### src/rtl/clkdiv_pkg.sv
// Shared types and default widths for the fractional clock divider path.
package clkdiv_pkg;

    localparam int CLKDIV_INT_W  = 8;
    localparam int CLKDIV_FRAC_W = 4;

    typedef enum logic [1:0] {
        IDLE,
        RUN,
        DRAIN
    } state_t;

    typedef struct packed {
        logic [CLKDIV_INT_W-1:0]  div_int;
        logic [CLKDIV_FRAC_W-1:0] div_frac;
    } cfg_t;

endpackage

### src/rtl/clkdiv_frac_acc.sv
// Phase accumulator for dual-modulus dividers: carry selects the long period.
module clkdiv_frac_acc
    import clkdiv_pkg::*;
#(
    parameter int FRAC_W = CLKDIV_FRAC_W
) (
    input  logic              clk,
    input  logic              rst_n,
    input  logic [FRAC_W-1:0] frac,
    input  logic              step,
    input  logic              clear,
    output logic              carry,
    output logic [FRAC_W-1:0] acc
);

    logic [FRAC_W:0] acc_sum;

    // Clear and step together restart the phase from zero with the new fraction.
    always_comb begin
        acc_sum = {1'b0, (clear ? {FRAC_W{1'b0}} : acc)} + {1'b0, frac};
    end

    assign carry = acc_sum[FRAC_W];

    always_ff @(posedge clk or negedge rst_n) begin
        if (!rst_n) begin
            acc <= '0;
        end else if (step) begin
            acc <= acc_sum[FRAC_W-1:0];
        end else if (clear) begin
            acc <= '0;
        end
    end

endmodule

### src/rtl/clkdiv_frac_ctrl.sv
// Fractional divider controller: config handshake, run/drain FSM, period counter
// and registered clk_div/div_tick outputs.
module clkdiv_frac_ctrl
    import clkdiv_pkg::*;
#(
    parameter int INT_W  = CLKDIV_INT_W,
    parameter int FRAC_W = CLKDIV_FRAC_W
) (
    input  logic              clk,
    input  logic              rst_n,
    input  logic              en,
    input  logic              cfg_valid,
    output logic              cfg_ready,
    input  logic [INT_W-1:0]  cfg_int,
    input  logic [FRAC_W-1:0] cfg_frac,
    output logic              cfg_err,
    output logic              busy,
    output logic              div_tick,
    output logic              clk_div
);

    state_t            state, state_nxt;
    logic              en_q;
    logic [INT_W-1:0]  act_int, pend_int, new_int;
    logic [FRAC_W-1:0] act_frac, pend_frac, new_frac, acc;
    logic [INT_W:0]    cnt, per, cnt_nxt, per_nxt, half_nxt;
    logic              boundary, xfer, legal, load_direct, load_pend, apply_pend;
    logic              new_cfg, start_period, ready_nxt, carry, acc_clear;

    always_comb begin
        boundary    = (state != IDLE) && (cnt == per - (INT_W+1)'(1));
        xfer        = cfg_valid && cfg_ready;
        legal       = (cfg_int >= INT_W'(2));
        // Configs arriving while idle or on the boundary bypass the pending slot.
        load_direct = xfer && legal && ((state == IDLE) || boundary);
        load_pend   = xfer && legal && !((state == IDLE) || boundary);
        apply_pend  = boundary && !cfg_ready;
        new_cfg     = load_direct || apply_pend;
        new_int     = load_direct ? cfg_int  : (apply_pend ? pend_int  : act_int);
        new_frac    = load_direct ? cfg_frac : (apply_pend ? pend_frac : act_frac);
        ready_nxt   = load_pend ? 1'b0 : (apply_pend ? 1'b1 : cfg_ready);

        state_nxt = state;
        case (state)
            IDLE:    if (en_q && (act_int != '0)) state_nxt = RUN;
            RUN,
            DRAIN:   begin
                if (boundary) state_nxt = en_q ? RUN : IDLE;
                else          state_nxt = en_q ? RUN : DRAIN;
            end
            default: state_nxt = IDLE;
        endcase

        start_period = (state_nxt == RUN) && ((state == IDLE) || boundary);
        acc_clear    = new_cfg || ((state_nxt == IDLE) && (acc != '0));
        per_nxt      = start_period ? ({1'b0, new_int} + (INT_W+1)'(carry)) : per;
        cnt_nxt      = (start_period || (state_nxt == IDLE)) ? '0 : cnt + (INT_W+1)'(1);
        // (P+1)>>1 without needing an extra bit when P = 2^INT_W.
        half_nxt     = (per_nxt >> 1) + (INT_W+1)'(per_nxt[0]);
    end

    clkdiv_frac_acc #(.FRAC_W(FRAC_W)) u_acc (
        .clk   (clk),
        .rst_n (rst_n),
        .frac  (new_frac),
        .step  (start_period),
        .clear (acc_clear),
        .carry (carry),
        .acc   (acc)
    );

    always_ff @(posedge clk or negedge rst_n) begin
        if (!rst_n) begin
            state     <= IDLE;
            en_q      <= 1'b0;
            act_int   <= '0;
            act_frac  <= '0;
            pend_int  <= '0;
            pend_frac <= '0;
            cnt       <= '0;
            per       <= '0;
            cfg_ready <= 1'b1;
        end else begin
            state     <= state_nxt;
            en_q      <= en;
            cnt       <= cnt_nxt;
            per       <= per_nxt;
            cfg_ready <= ready_nxt;
            if (new_cfg) begin
                act_int  <= new_int;
                act_frac <= new_frac;
            end
            if (load_pend) begin
                pend_int  <= cfg_int;
                pend_frac <= cfg_frac;
            end
        end
    end

    // Outputs are registered from next-state values so they line up with cnt.
    always_ff @(posedge clk or negedge rst_n) begin
        if (!rst_n) begin
            clk_div  <= 1'b0;
            div_tick <= 1'b0;
            cfg_err  <= 1'b0;
            busy     <= 1'b0;
        end else begin
            clk_div  <= (state_nxt != IDLE) && (cnt_nxt < half_nxt);
            div_tick <= (state_nxt != IDLE) && (cnt_nxt == per_nxt - (INT_W+1)'(1));
            cfg_err  <= xfer && !legal;
            busy     <= (state_nxt != IDLE);
        end
    end

endmodule

### config.mk
export PLATFORM = sky130hd
export DESIGN_NAME = clkdiv_frac_ctrl
export DESIGN_NICKNAME = d
export VERILOG_FILES = /design/src/rtl/clkdiv_pkg.sv /design/src/rtl/clkdiv_frac_acc.sv /design/src/rtl/clkdiv_frac_ctrl.sv
export SDC_FILE = /design/constraint.sdc
export NUM_CORES = 1
export LEC_CHECK = 0
export CAP_MARGIN = 20
export CORE_ASPECT_RATIO = 1.25
export CORE_MARGIN = 1
export CORE_UTILIZATION = 50
export DETAILED_ROUTE_END_ITERATION = 16
export GPL_TIMING_DRIVEN = 0
export MAX_ROUTING_LAYER = met4
export PLACE_DENSITY = 0.79
export REMOVE_ABC_BUFFERS = 1
export SLEW_MARGIN = 20
export SYNTH_ARGS = -nofsm -noshare
export SYNTH_HDL_FRONTEND = slang
export SYNTH_HIERARCHICAL = 1
export SYNTH_SLANG_ARGS = --single-unit
### constraint.sdc
create_clock -name clk -period 6.4 [get_ports clk]
set_clock_uncertainty 0.2 [all_clocks]
set_input_delay 1.28 -clock clk [delete_from_list [all_inputs] [get_ports clk]]
set_output_delay 1.28 -clock clk [all_outputs]
set_load 0.1 [all_outputs]
==> metrics.sh <==
REGTOREGSETUPSLACK_PS=440
TIMING.FINAL.CRIT_PERIOD_PS=6140
UNREPAIRED_SETUP_ENDPOINTS_AFTER_GLOBAL_ROUTING='false'
YOSYSWARNINGCOUNT=6
SYNTH_ENABLE_FLOP_CELLS=0
GP_CONGESTION=0.841
FP.DIEW_UM=80.9
GRT_START_MAX_NET_PINS=55
CRIT_ARRIVAL_PS=6160
TIMING.CRITICAL_PATH.BUF_INV=5
CLOCK_LATENCY_PS=320
CRIT_FANOUT=4
DETAILEDPLACEMENTHPWL_UM=6400
SYNTH_SEQUENTIAL_AREA_RATIO=0.347
REPORT.POWER.TOTAL_W=0.00232
LAYOUT-DRIVE-GT1-SHARE=0.207
RR_ENDPOINT='clk_div'
FINISH.INSTANCE_AREA_MM2=0.00448
CP-END-KIND='flop'
HOLD_CLASS='flop to flop'
NUM_IO_PINS=21
CTS_HOLD_BUFFERS=0
FINAL_ANTENNA_NET_COUNT=0
SETUP_VIOL_COUNT_FINAL=0
POST_SYNTH.CELL_AREA_AVG_UM2=9.54
FIRST_GLOBAL_VIAS=3171
POST-PLACE-WS_PS=-1290
GRT.OVERFLOW.TOTAL=0
WIRE_LENGTH_OF_THE_FIRST_GLOBAL_ROUTING_PASS_UM=14900
DESIGN.FINAL.NETS=472
CATEGORY_OF_THE_WORST_SETUP_PATH_LAUNCH_POINT='primary input'
CRIT_PATH_START='cfg_int[1]'
DIODES=0
LAYOUT.FILLER_CELLS=638
SYNTH.LIB_CELLS_USED.DISTINCT=79
DRT_FIRST_PASS_ITERS=4
TRITONCTS='built'
RUN_STATUS='finished, final reports clean'
CRIT_PATH_MAX_INCR_DELAY_PS=560
FP.COREAREA_MM2=0.00744
FMAX_MHz=163
ROUTE.DETAILED.WL_PER_INST_UM=16.8
CRIT_REQUIRED_PS=6420
COMMONEST_CELLS_AFTER_ROUTING_FILL_AND_TAPS_ASIDE='sky130_fd_sc_hd__dfrtp_1 (53), sky130_fd_sc_hd__nand2_1 (33), sky130_fd_sc_hd__nor2_1 (29)'
SLEW-LIMIT-HEADROOM=0.342
POST-ROUTE-UTIL=0.602
DRC=0
TIGHTESTPINTRANSITION_PS=983
POWER-PER-CELL-AREA_mW_PER_MM2=519
WORSTHOLDSTART='pend_frac[0]'
POSTSYNTH.ASYNCRESETSHARE=1.00
CLOCK_TREE.BUFFER_DEPTH=2
DIE_HEIGHT_UM=101
ROUTED_VIA_DENSITY=6.01
CTS_ROOT_BUF='sky130_fd_sc_hd__clkbuf_8'
START_UTIL=0.523
CLOCK_TRANSITION_AT_THE_REGISTER_CLOCK_PINS_ON_THE_WORST_SETUP_AND_HOLD_PATHS_AFTER_CTS_PS=100
HTREE_NUM_LEVELS=2
NUMCTSBUFFERS=5
DETAILEDROUTE.FIRSTITERATIONVIOLATIONS=149
CRIT_TYPE='primary input to flop'
YS_SEQ_ELEMENTS=54
NUMBER_OF_CLOCK_SINKS_SEEN_BY_CTS=54
CRIT_TOP_CELL='sky130_fd_sc_hd__a21o_1'
TIMING_HOLD_VIOLATIONS_FINAL=0
SETUP_WS_PS=260
MIN_TO='act_frac[0]'
NETLIST_INSTANCES=408
R2R_CELLS=28
MAXCAPVIOLATIONS=0
DIE-AREA_MM2=0.00815
GRT_USE_TOTAL=0.245
POST_SYNTHESIS_CELL_AREA_MM2=0.00389
NUMPORTBUFFERS=20
AREA.GROWTH.SYNTH_TO_FINAL_PCT=15.0
FINAL-MAX-SLEW-VIOLATION-COUNT=0
TOTALWIRELENGTH_UM=8860
SYNTH_FLOP_CELL='sky130_fd_sc_hd__dfrtp_1'
SETUP_TOTAL_NEGATIVE_SLACK_PS=0
VDD_DROP_MAX_mV=0.257
CRIT_FAMILY='adder cells'
CRITICAL_PATH.REG2REG.STARTPOINT='per[0]'
CP_SLOWEST_CELL='sky130_fd_sc_hd__or4_4'
DPL_CELL_AREA_MM2=0.00414
P_LEAK_nW=1.88
VIA_COUNT=3167
SHARE_OF_THE_CLOCK_PERIOD_USED_BY_THE_WORST_PATH=0.959
WORSTHOLDPATHCELLS=2
STD_CELL_ROWS=35
ANTENNA_FOUND_INITIAL=0
LAYOUT.CELLS.MOST_COMMON='sky130_fd_sc_hd__dfrtp_1'
==> cell families after synthesis <==
logic type,Yosys count,share of synthesized area
buf+inv,38,0.0450
simple gates,145,0.202
flops,54,0.347
fa+ha+maj,22,0.0726
compound gates,95,0.201
xor+xnor,37,0.0832
mux,17,0.0488
==> flip-flops by register name, summed over array words and instances (netlist names) <==
register,cells
state,2
div_tick,1
cfg_err,1
cfg_ready,1
busy,1
pend_frac,4
act_frac,4
cnt,9
act_int,8
pend_int,8
en_q,1
per,9
clk_div,1
u_acc/acc,4
==> routing by layer <==
layer,share of wire,vias up,global-route usage,routed length [µm]
met1,0.41,1521,0.287,3630
met2,0.51,73,0.408,4510
met3,0.035,28,0.0308,310
met4,0.046,0,0.125,412
met5,0,-,-,0
li1,-,1545,-,-
==> worst max-delay path by stage <==
stage | end | cells after the start
final | clk_div | 29
after global placement | clk_div | 29
after detailed placement | clk_div | 29
after global routing | clk_div | 29
after CTS | clk_div | 29
after floorplan | clk_div | 28
==> cell type report <==
class	count	area [µm²]	area share
clock buffers	5	68.8	0.0154
clock inverters	3	18.8	0.00419
inverters	24	92.6	0.0207
multi-input cells	316	2530	0.564
flip-flops and latches	54	1350	0.302
well taps	92	115	0.0257
repair buffers	33	303	0.0676
==> through the flow <==
step | std cells | hold WS [ps]
after floorplan | 394 | 261
after global placement | 506 | 272
after detailed placement | 507 | 287
after CTS | 522 | 313
after global routing | 527 | 337
final | 527 | 310
==> synth_stat cells, types with 3 or more instances <==
master	count	area (µm²)
sky130_fd_sc_hd__dfrtp_1	53	1330
sky130_fd_sc_hd__nand2_1	34	128
sky130_fd_sc_hd__nor2_1	31	116
sky130_fd_sc_hd__ha_1	21	263
sky130_fd_sc_hd__inv_1	21	78.8
sky130_fd_sc_hd__xnor2_1	21	184
sky130_fd_sc_hd__a21oi_1	17	85.1
sky130_fd_sc_hd__mux2_2	16	180
sky130_fd_sc_hd__xor2_1	16	140
sky130_fd_sc_hd__nor3_1	14	70.1
sky130_fd_sc_hd__nand3_1	11	55.1
sky130_fd_sc_hd__o22a_1	9	78.8
sky130_fd_sc_hd__nor2b_1	8	50.1
sky130_fd_sc_hd__o21ai_0	7	35.0
sky130_fd_sc_hd__a21o_1	6	45.0
sky130_fd_sc_hd__buf_2	6	30.0
sky130_fd_sc_hd__nor4_1	6	37.5
sky130_fd_sc_hd__nand4_1	5	31.3
sky130_fd_sc_hd__o211ai_1	5	37.5
sky130_fd_sc_hd__o21a_1	5	37.5
sky130_fd_sc_hd__a22oi_1	4	30.0
sky130_fd_sc_hd__and3_1	4	25.0
sky130_fd_sc_hd__o22ai_1	4	25.0
sky130_fd_sc_hd__or4_1	4	30.0
sky130_fd_sc_hd__a21boi_0	3	22.5
sky130_fd_sc_hd__clkbuf_1	3	11.3
sky130_fd_sc_hd__nand4b_1	3	26.3
sky130_fd_sc_hd__nor3b_1	3	22.5
==> timing repair <==
action | CTS | global route
pin swaps | 6 | 14
buffers inserted | 7 | 5
endpoints found under the setup margin | 2 | 2
gates resized for setup | 25 | 22
==> worst register-to-register path, delay by kind of cell, from the launching register on <==
family                   cells  cell delay (ps)
flip-flops                   1              470
buffers and inverters        5              570
AND/OR/NAND/NOR              5              710
XOR/XNOR                     1              200
AO/OA/AOI/OAI               11             2170
adder cells (fa/ha/maj)      6             1550
==> where the power goes <==
group	switching (W)	internal, W
clock	0.000121	0.0000775
sequential	0.000134	0.000464
combinational	0.000884	0.000643
(Power assumes the default switching activity.)
